[src/rtl/led_panel_uart_tx.sv]
// led_panel_uart_tx: FIFO-buffered UART transmitter (8N1, LSB first) driving the LED panel uart_data line.
// Optional build macro UART_TX_PARITY_EN inserts an even-parity bit after the data bits (8E1 framing).
module led_panel_uart_tx #(
    parameter int CLOCK_RATE = 1000,
    parameter int BAUD_RATE  = 100,
    parameter int FIFO_DEPTH = 4
) (
    input  logic                          clk,
    input  logic                          rst_n,
    input  logic [7:0]                    tx_data,
    input  logic                          tx_valid,
    output logic                          tx_ready,
    output logic                          tx_out,
    output logic                          busy,
    output logic [$clog2(FIFO_DEPTH):0]   fifo_level
);

    localparam int CPB = CLOCK_RATE / BAUD_RATE;
    localparam int TW  = $clog2(CPB);
    localparam int AW  = $clog2(FIFO_DEPTH);
    localparam int LW  = AW + 1;

    localparam logic [TW-1:0] TIMER_LAST = TW'(CPB - 1);
    localparam logic [LW-1:0] LEVEL_FULL = LW'(FIFO_DEPTH);

    typedef enum logic [2:0] {
        ST_IDLE   = 3'd0,
        ST_START  = 3'd1,
        ST_DATA   = 3'd2,
        ST_PARITY = 3'd3,
        ST_STOP   = 3'd4
    } state_t;

`ifdef UART_TX_PARITY_EN
    function automatic logic even_parity(input logic [7:0] d);
        return ^d;
    endfunction
`endif

    state_t          state_r;
    logic [TW-1:0]   timer_r;
    logic [2:0]      bit_idx_r;
    logic [7:0]      data_r;
    logic            tx_out_r;
`ifdef UART_TX_PARITY_EN
    logic            parity_r;
`endif

    logic [7:0]      mem_r [FIFO_DEPTH];
    logic [AW-1:0]   wr_ptr_r;
    logic [AW-1:0]   rd_ptr_r;
    logic [LW-1:0]   level_r;
    logic            tx_ready_r;
    logic            busy_r;

    logic            bit_end_s;
    logic            fifo_empty_s;
    logic            push_s;
    logic            pop_s;
    logic            idle_next_s;
    logic [LW-1:0]   level_next_s;
    logic [7:0]      head_s;

    // Handshake, pop decision and next FIFO occupancy shared by the FIFO and sequencer.
    always_comb begin
        bit_end_s    = (timer_r == TIMER_LAST);
        fifo_empty_s = (level_r == {LW{1'b0}});
        push_s       = tx_valid && tx_ready_r;
        head_s       = mem_r[rd_ptr_r];
        pop_s        = 1'b0;
        idle_next_s  = 1'b0;
        // A byte leaves the FIFO when the line is idle or exactly as a stop bit finishes.
        if (state_r == ST_IDLE) begin
            pop_s       = !fifo_empty_s;
            idle_next_s = fifo_empty_s;
        end else if ((state_r == ST_STOP) && bit_end_s) begin
            pop_s       = !fifo_empty_s;
            idle_next_s = fifo_empty_s;
        end else begin
            pop_s       = 1'b0;
            idle_next_s = 1'b0;
        end
        level_next_s = level_r + LW'(push_s) - LW'(pop_s);
    end

    // Byte FIFO with registered ready, busy and occupancy derived from next-cycle values.
    always_ff @(posedge clk or negedge rst_n) begin
        if (!rst_n) begin
            for (int i = 0; i < FIFO_DEPTH; i++) begin
                mem_r[i] <= 8'h00;
            end
            wr_ptr_r   <= {AW{1'b0}};
            rd_ptr_r   <= {AW{1'b0}};
            level_r    <= {LW{1'b0}};
            tx_ready_r <= 1'b1;
            busy_r     <= 1'b0;
        end else begin
            if (push_s) begin
                mem_r[wr_ptr_r] <= tx_data;
                wr_ptr_r        <= wr_ptr_r + AW'(1);
            end
            if (pop_s) begin
                rd_ptr_r <= rd_ptr_r + AW'(1);
            end
            level_r    <= level_next_s;
            tx_ready_r <= (level_next_s != LEVEL_FULL);
            busy_r     <= (!idle_next_s) || (level_next_s != {LW{1'b0}});
        end
    end

    // Frame sequencer: start, eight data bits LSB first, optional parity, stop; each bit lasts CPB clocks.
    always_ff @(posedge clk or negedge rst_n) begin
        if (!rst_n) begin
            state_r   <= ST_IDLE;
            timer_r   <= {TW{1'b0}};
            bit_idx_r <= 3'd0;
            data_r    <= 8'h00;
            tx_out_r  <= 1'b1;
`ifdef UART_TX_PARITY_EN
            parity_r  <= 1'b0;
`endif
        end else begin
            case (state_r)
                ST_IDLE: begin
                    timer_r   <= {TW{1'b0}};
                    bit_idx_r <= 3'd0;
                    if (pop_s) begin
                        data_r   <= head_s;
`ifdef UART_TX_PARITY_EN
                        parity_r <= even_parity(head_s);
`endif
                        tx_out_r <= 1'b0;
                        state_r  <= ST_START;
                    end else begin
                        tx_out_r <= 1'b1;
                    end
                end
                ST_START: begin
                    if (bit_end_s) begin
                        timer_r   <= {TW{1'b0}};
                        tx_out_r  <= data_r[0];
                        data_r    <= {1'b0, data_r[7:1]};
                        bit_idx_r <= 3'd0;
                        state_r   <= ST_DATA;
                    end else begin
                        timer_r <= timer_r + TW'(1);
                    end
                end
                ST_DATA: begin
                    if (bit_end_s) begin
                        timer_r <= {TW{1'b0}};
                        if (bit_idx_r == 3'd7) begin
`ifdef UART_TX_PARITY_EN
                            tx_out_r <= parity_r;
                            state_r  <= ST_PARITY;
`else
                            tx_out_r <= 1'b1;
                            state_r  <= ST_STOP;
`endif
                        end else begin
                            tx_out_r  <= data_r[0];
                            data_r    <= {1'b0, data_r[7:1]};
                            bit_idx_r <= bit_idx_r + 3'd1;
                        end
                    end else begin
                        timer_r <= timer_r + TW'(1);
                    end
                end
`ifdef UART_TX_PARITY_EN
                ST_PARITY: begin
                    if (bit_end_s) begin
                        timer_r  <= {TW{1'b0}};
                        tx_out_r <= 1'b1;
                        state_r  <= ST_STOP;
                    end else begin
                        timer_r <= timer_r + TW'(1);
                    end
                end
`endif
                ST_STOP: begin
                    if (bit_end_s) begin
                        timer_r   <= {TW{1'b0}};
                        bit_idx_r <= 3'd0;
                        // Queued byte starts immediately so consecutive frames have no idle gap.
                        if (pop_s) begin
                            data_r   <= head_s;
`ifdef UART_TX_PARITY_EN
                            parity_r <= even_parity(head_s);
`endif
                            tx_out_r <= 1'b0;
                            state_r  <= ST_START;
                        end else begin
                            tx_out_r <= 1'b1;
                            state_r  <= ST_IDLE;
                        end
                    end else begin
                        timer_r <= timer_r + TW'(1);
                    end
                end
                default: begin
                    state_r   <= ST_IDLE;
                    timer_r   <= {TW{1'b0}};
                    bit_idx_r <= 3'd0;
                    tx_out_r  <= 1'b1;
                end
            endcase
        end
    end

    assign tx_out     = tx_out_r;
    assign tx_ready   = tx_ready_r;
    assign busy       = busy_r;
    assign fifo_level = level_r;

endmodule

[config.mk]
export PLATFORM = sky130hd
export DESIGN_NAME = led_panel_uart_tx
export DESIGN_NICKNAME = d
export VERILOG_FILES = /design/src/rtl/led_panel_uart_tx.sv
export SDC_FILE = /design/constraint.sdc
export NUM_CORES = 1
export LEC_CHECK = 0
export CORE_UTILIZATION = 39
export DETAILED_ROUTE_END_ITERATION = 8
export HOLD_SLACK_MARGIN = 0.08
export SYNTH_ARGS = -nofsm -noshare
export SYNTH_HDL_FRONTEND = slang
export SYNTH_SLANG_ARGS = --single-unit
[constraint.sdc]
create_clock -name clk -period 3.5 [get_ports clk]
set_input_delay 1.05 -clock clk [delete_from_list [all_inputs] [get_ports clk]]
set_output_delay 1.05 -clock clk [all_outputs]
set_load 0.01 [all_outputs]
==> impl_metrics.env, run 1 <==
export IMPL_fin_skew_ns=0.00959
export IMPL_cellLeakagePower_uw=0.00146
export IMPL_synth_main_ff_cell="dfrtp_1"
export IMPL_netlist_instances=209
export IMPL_grt_pass1_wl_um=8580
export IMPL_core_rowCount=31
export IMPL_clkSlewWorstSetupHoldPaths_ns=0.08
export IMPL_worst_path_max_delay_cell="clkdlybuf4s50_1"
export IMPL_finish_net_count=250
export IMPL_power_density_nw_per_um2=894
export IMPL_synth_sequential_area_ratio=0.518
export IMPL_core_um2=7210
export IMPL_max_slew_margin=0.570
export IMPL_cap_viol_max_count=0
export IMPL_initial_core_util=0.403
export IMPL_die_area_um2=7800
export IMPL_routed_via_density=5.12
export IMPL_drt_initial_drc_count=37
export IMPL_worst_setup_path_type="primary input to register"
export IMPL_drc=0
export IMPL_worst_endpoint_required_ns=3.71
export IMPL_timing_fmax_mhz=362
export IMPL_post_route_cell_area_um2=3400
export IMPL_report_final_slew_viol_count=0
export IMPL_final_setup_viol_count=0
export IMPL_slack_of_the_critical_path_ns=0.735
export IMPL_pre_cts_slack_ns=0.390
export IMPL_timing_critical_path_cells="clkdlybuf4s50_1 -> nand2_1 -> xnor2_1 -> ha_1 -> inv_1 -> fa_1 -> nor4_1 -> nand4_1"
export IMPL_synthDominantAreaCellType="dfrtp_1"
export IMPL_setup_tns_final_ns=0
export IMPL_hold_path_end="timer_r[0]"
export IMPL_fillers=667
export IMPL_postRouteWirelength_um=5130
export IMPL_power_uw=3040
export IMPL_die_h_um=88.3
export IMPL_fin_hold_ws_ns=0.501
export IMPL_worstPathMaxFanout=5
export IMPL_placement_cell_area_um2=3170
export IMPL_number_of_antenna_violations_at_the_first_check_in_global_routing=0
export IMPL_area_added_between_synthesis_and_finish_pct=16.9
export IMPL_worstSetupStartpointType="primary input"
export IMPL_grt_pass1_vias=1713
export IMPL_io_buffer_count=16
export IMPL_finalHoldViolCount=0
export IMPL_r2r_cells=10
export IMPL_holdCritStartpoint="timer_r[0]"
export IMPL_cts_sinks=60
export IMPL_grt_setup_unrepaired="false"
export IMPL_synth_edf_count=0
export IMPL_timing_critical_path_to_type="register"
export IMPL_post_synth_main_area_contributors="dfrtp_1, mux2_2, mux4_2"
export IMPL_number_of_search_and_repair_iterations_in_the_first_detailed_routing_pass=4
export IMPL_worst_r2r_setup_slack_ns=0.96
export IMPL_cts_htree_levels=3
export IMPL_regToRegEndpoint="busy"
export IMPL_clock_tree_buffer_depth=2
export IMPL_antenna_violating_nets_left=0
export IMPL_dpl_hpwl_um=3390
export IMPL_number_of_buffers_inserted_during_clock_tree_synthesis=9
export IMPL_async_reset_ff_frac=1.00
export IMPL_cts_hold_buffers_added=0
export IMPL_synth_lib_cells_used_distinct=41
export IMPL_antenna_diode_count=0
export IMPL_num_vias=1704
export IMPL_timing_final_crit_share=0.790
export IMPL_post_synth_instance_area_um2=2910
export IMPL_synth_top_cell_area_share=0.500
export IMPL_worst_path_largest_cell_delay_ns=0.54
export IMPL_yosys_register_bits=60
export IMPL_cts_root_buf="clkbuf_8"
export IMPL_post_cts_sizing_count=0
export IMPL_gp_congestion=0.705
export IMPL_vdd_drop_max_v=0.000351
export IMPL_reg2reg_start="timer_r[1]"
export IMPL_holdCritPathClass="register to register"
export IMPL_globalRouteTotalUtil=0.151
export IMPL_tritoncts="yes"
export IMPL_cts_post_setup_buffers_inserted=0
export IMPL_postSynthNetCount=230
export IMPL_floorplan_die_width_um=88.3
export IMPL_period_minus_slack_ns=2.77
export IMPL_worst_skew_pair_late_latency_ns=0.34
export IMPL_io_pins=17
export IMPL_status="completed"
export IMPL_hold_path_depth=1
export IMPL_transition_time_of_the_tightest_slew_check_pin_ns=0.645
export IMPL_critPathArrivalTime_ns=2.98
export IMPL_globalRoute_totalOverflow=0
export IMPL_wl_per_cell_um=15.4
export IMPL_largest_net_degree_at_the_start_of_global_routing=45
export IMPL_syn_area_per_cell_um2=13.9
export IMPL_post_route_cells_drive_above_1_share=0.359
export IMPL_total_of_warnings_raised_by_yosys=0
[synthesized netlist by cell type, types with 2 or more instances]
library cell	instances
dfrtp_1	58
mux2_2	48
nor2_1	12
ha_1	9
mux4_2	8
xnor2_1	7
clkbuf_1	6
nand2_1	6
nor2b_1	6
inv_1	5
nand3_1	5
a221o_1	3
xor2_1	3
a21oi_1	2
and4b_1	2
buf_2	2
dfstp_2	2
nor4_1	2
[routing by layer]
| metal | global-route usage | share of wire | up-vias |
|---|---|---|---|
| met5 | 0 | 0 | - |
| met4 | 0.0660 | 0.012 | 0 |
| met3 | 0.0420 | 0.027 | 5 |
| met2 | 0.222 | 0.46 | 17 |
| met1 | 0.210 | 0.50 | 881 |
| li1 | - | - | 801 |
[worst max path at each step]
stage	start	endpoint	slack [ns]	depth (start not counted)
floorplan	tx_valid	busy	0.93	8
global placement	tx_valid	busy	0.47	8
finish	tx_valid	busy	0.73	8
detailed placement	tx_valid	busy	0.39	8
global route	tx_valid	busy	0.57	8
CTS	tx_valid	busy	0.75	8
[power by group]
group	internal [uW]	switching, uW
Clock	404	293
Combinational	669	397
Sequential	1010	261
[per-stage QoR]
stage                util  cells
global placement    0.440    317
detailed placement  0.440    317
floorplan               -    209
CTS                 0.471    333
finish              0.471    333
global route        0.471    333
[cells in the final DEF, fill, tap and decap left out, types with 2 or more instances in the layout]
cell type,n
nand3_1,5
bufinv_16,2
xnor2_1,7
a221o_1,3
nand2_1,6
xor2_1,3
clkdlybuf4s50_1,15
dfstp_2,2
nor4_1,2
dfrtp_1,58
clkbuf_8,9
clkinv_4,3
mux4_2,8
nor2_1,12
mux2_2,48
inv_1,5
nor2b_1,6
clkinvlp_4,2
a21oi_1,2
and4b_1,2
ha_1,9
[sequential cells by signal (all words and copies together), names as in the netlist]
register / flops
busy: 1
mem_r: 32
timer_r: 4
wr_ptr_r: 2
fifo_level: 3
data_r: 8
bit_idx_r: 3
tx_ready: 1
rd_ptr_r: 2
state_r: 3
tx_out: 1
[critical path, delay by kind of cell]
family,cells,cell delay (ns)
buffers and inverters,2,0.59
adder cells (fa/ha/maj),2,0.56
XOR/XNOR,1,0.20
AND/OR/NAND/NOR,3,0.58
[area by class of cell]
cell class	instances	area [um2]	share of cell area
Multi-Input combinational cell	135	1340	0.395
Sequential cell	60	1500	0.443
Clock inverter	7	101	0.0298
Timing Repair Buffer	18	183	0.0538
Inverter	5	18.8	0.00552
Clock buffer	9	124	0.0365
Tap cell	99	124	0.0365
[cell families after synthesis]
family                   count (synthesis)  share of synthesized area
flip-flops                              60                      0.518
multiplexers                            56                      0.248
AND/OR/NAND/NOR                         44                     0.0913
AO/OA/AOI/OAI                           15                     0.0469
buffers and inverters                   14                     0.0202
XOR/XNOR                                10                     0.0301
adder cells (fa/ha/maj)                 10                     0.0457
No activity file was read; power rests on OpenSTA's default activity.
==> inputs of run 2 (changes only) <==
==> constraint.sdc (replaced) <==
create_clock -name clk -period 2.7 [get_ports clk]
set_input_delay 0.81 -clock clk [delete_from_list [all_inputs] [get_ports clk]]
set_output_delay 0.81 -clock clk [all_outputs]
set_load 0.01 [all_outputs]
==> run 2 against run 1 <==
Non-clock buffer count up 10. Final cell count up 3.0%. First-iteration DRC count up 78%. Combinational power up 38%. Flip-flop and latch count unchanged. Largest power group unchanged. Global-route usage up 0.056 points. Register-to-register slack worse by 0.74 ns. Count of clock-buffer cells in the layout unchanged. Design area up 2.2%. Largest cell class unchanged.
==> impl_metrics.env, run 2 (synthesis gave the netlist of run 1 again) <==
export IMPL_status="completed"
export IMPL_core_um2=7210
export IMPL_p_comb_frac=0.372
export IMPL_floorplan_die_width_um=88.3
export IMPL_switching_share=0.312
export IMPL_globalRouteTotalUtil=0.152
export IMPL_cts_sinks=60
export IMPL_drt_initial_drc_count=66
export IMPL_grt_setup_unrepaired="false"
export IMPL_worst_path_largest_cell_delay_ns=0.41
export IMPL_grt_pass1_vias=1737
export IMPL_setup_tns_final_ns=0
export IMPL_power_uw=3990
export IMPL_area_sequential_um2=1500
export IMPL_antenna_violating_nets_left=0
export IMPL_cellLeakagePower_uw=0.00151
export IMPL_num_vias=1692
export IMPL_number_of_buffers_inserted_during_clock_tree_synthesis=9
export IMPL_leading_cell_type_in_the_layout_fill_and_taps_excluded="dfrtp_1"
export IMPL_fillers=657
export IMPL_cts_htree_levels=3
export IMPL_worstPathMaxFanout=3
export IMPL_number_of_antenna_violations_at_the_first_check_in_global_routing=0
export IMPL_tritoncts="yes"
export IMPL_worst_path_max_delay_cell="a2111oi_4"
export IMPL_part_of_the_power_in_registers=0.400
export IMPL_drc=0
export IMPL_io_buffer_count=16
export IMPL_report_final_slew_viol_count=0
export IMPL_postRouteWirelength_um=5140
export IMPL_final_instance_count_excl_fill=343
export IMPL_timing_fmax_mhz=403
export IMPL_largest_register="mem_r"
export IMPL_globalRoute_totalOverflow=0
export IMPL_worst_endpoint_required_ns=2.93
export IMPL_number_of_search_and_repair_iterations_in_the_first_detailed_routing_pass=4
export IMPL_mostFrequentLayoutCells="dfrtp_1, mux2_2, clkdlybuf4s50_1"
export IMPL_power_clock_fraction=0.228
export IMPL_worst_skew_pair_late_latency_ns=0.35
export IMPL_largest_net_degree_at_the_start_of_global_routing=38
export IMPL_clkSlewWorstSetupHoldPaths_ns=0.08
export IMPL_finish_net_count=260
export IMPL_transition_time_of_the_tightest_slew_check_pin_ns=0.570
export IMPL_core_rowCount=31
export IMPL_power_switching_uw=1250
export IMPL_fin_skew_ns=0.00793
export IMPL_routed_via_density=4.93
export IMPL_multi_input_comb_area_um2=1340
export IMPL_timing_final_crit_share=0.919
export IMPL_final_setup_viol_count=0
export IMPL_timing_critical_path_to_type="register"
export IMPL_cap_viol_max_count=0
export IMPL_area_added_between_synthesis_and_finish_pct=19.5
export IMPL_initial_core_util=0.403
export IMPL_clock_tree_buffer_depth=2
export IMPL_dp_cells=327
export IMPL_grt_pass1_wl_um=8650
export IMPL_dpl_hpwl_um=3500
export IMPL_timing_critical_path_cells="inv_1 -> ha_1 -> nand3b_4 -> a2111oi_4 -> xnor2_1 -> ha_1 -> inv_1 -> fa_1 -> nor4_1 -> nand4_1"
export IMPL_vdd_drop_max_v=0.000445
export IMPL_worstSetupStartpointType="register"
export IMPL_finalHoldViolCount=0
export IMPL_die_area_um2=7800
export IMPL_cts_hold_buffers_added=0
export IMPL_gp_congestion=0.738
export IMPL_io_pins=17
export IMPL_cts_root_buf="clkbuf_8"
export IMPL_period_minus_slack_ns=2.48
export IMPL_max_slew_margin=0.620
export IMPL_cts_post_setup_buffers_inserted=0
export IMPL_post_cts_sizing_count=0
export IMPL_critPathArrivalTime_ns=2.71
export IMPL_antenna_diode_count=0
export IMPL_worst_setup_path_type="register to register"
export IMPL_die_h_um=88.3
export IMPL_power_density_nw_per_um2=1150
export IMPL_holdCritPathClass="primary input to asynchronous set/reset pin"
export IMPL_wl_per_cell_um=15.0
export IMPL_post_route_cells_drive_above_1_share=0.385
export IMPL_largest_reg_flops=32
export IMPL_intPower_uw=2750
export IMPL_reg_largest_list="mem_r x32, data_r x8, timer_r x4"
## run 2: changes by cell type in the layout (fill, tap and decap cells not counted)
cell   before  now
buf_4       1   11
## run 2: power by group through the flow
stage / sequential [uW] / clock [uW] / combinational [uW]
after floorplan: 1510 / 0 / 1190
after global placement: 1610 / 0 / 1480
after detailed placement: 1610 / 0 / 1510
after CTS: 1610 / 941 / 1520
after global routing: 1660 / 985 / 1640
final: 1600 / 910 / 1480
## run 2: cell type report
type | instances | share of cell area
well taps | 99 | 0.0357
clock inverters | 7 | 0.0292
repair buffers | 28 | 0.0742
flip-flops and latches | 60 | 0.433
inverters | 5 | 0.00541
multi-input cells | 135 | 0.387
clock buffers | 9 | 0.0357
## run 2: worst paths after layout
path / from / end / slack (ns) / depth (start not counted)
max in group asynchronous: rst_n / tx_ready / 1.61 / 2
min in group clk: timer_r[0] / timer_r[0] / 0.50 / 1
worst min register to register: timer_r[0] / timer_r[0] / 0.50 / 1
worst min-delay path: rst_n / bit_idx_r[1] / 0.45 / 1
worst max register to register: timer_r[1] / busy / 0.22 / 10
worst max-delay path: timer_r[1] / busy / 0.22 / 10
## run 2: routing by layer
| layer | vias to the layer above | track usage | share of wire |
|---|---|---|---|
| met3 | 5 | 0.0532 | 0.038 |
| met1 | 843 | 0.209 | 0.49 |
| met4 | 0 | 0.0572 | 0.011 |
| met2 | 23 | 0.222 | 0.46 |
| li1 | 821 | - | - |
| met5 | - | 0 | 0 |
## run 2: worst max-delay path, delay by kind of cell, from the launching register on
kind                     cells  cell delay, ns
AO/OA/AOI/OAI                1            0.41
XOR/XNOR                     1            0.17
adder cells (fa/ha/maj)      3            0.75
buffers and inverters        2            0.11
flip-flops                   1            0.39
AND/OR/NAND/NOR              3            0.52
## run 2: per-stage QoR
| step | hold WS [ns] | setup slack (ns) | utilization | instance area, um2 |
|---|---|---|---|---|
| 2_1_floorplan | 0.461 | 0.170 | - | 2910 |
| 3_3_place_gp | 0.482 | 0.0441 | 0.450 | 3250 |
| 3_5_place_dp | 0.487 | -0.0400 | 0.450 | 3250 |
| 4_1_cts | 0.458 | 0.197 | 0.481 | 3470 |
| 5_1_grt | 0.473 | 0.000219 | 0.481 | 3470 |
| 6_report | 0.449 | 0.220 | 0.481 | 3470 |
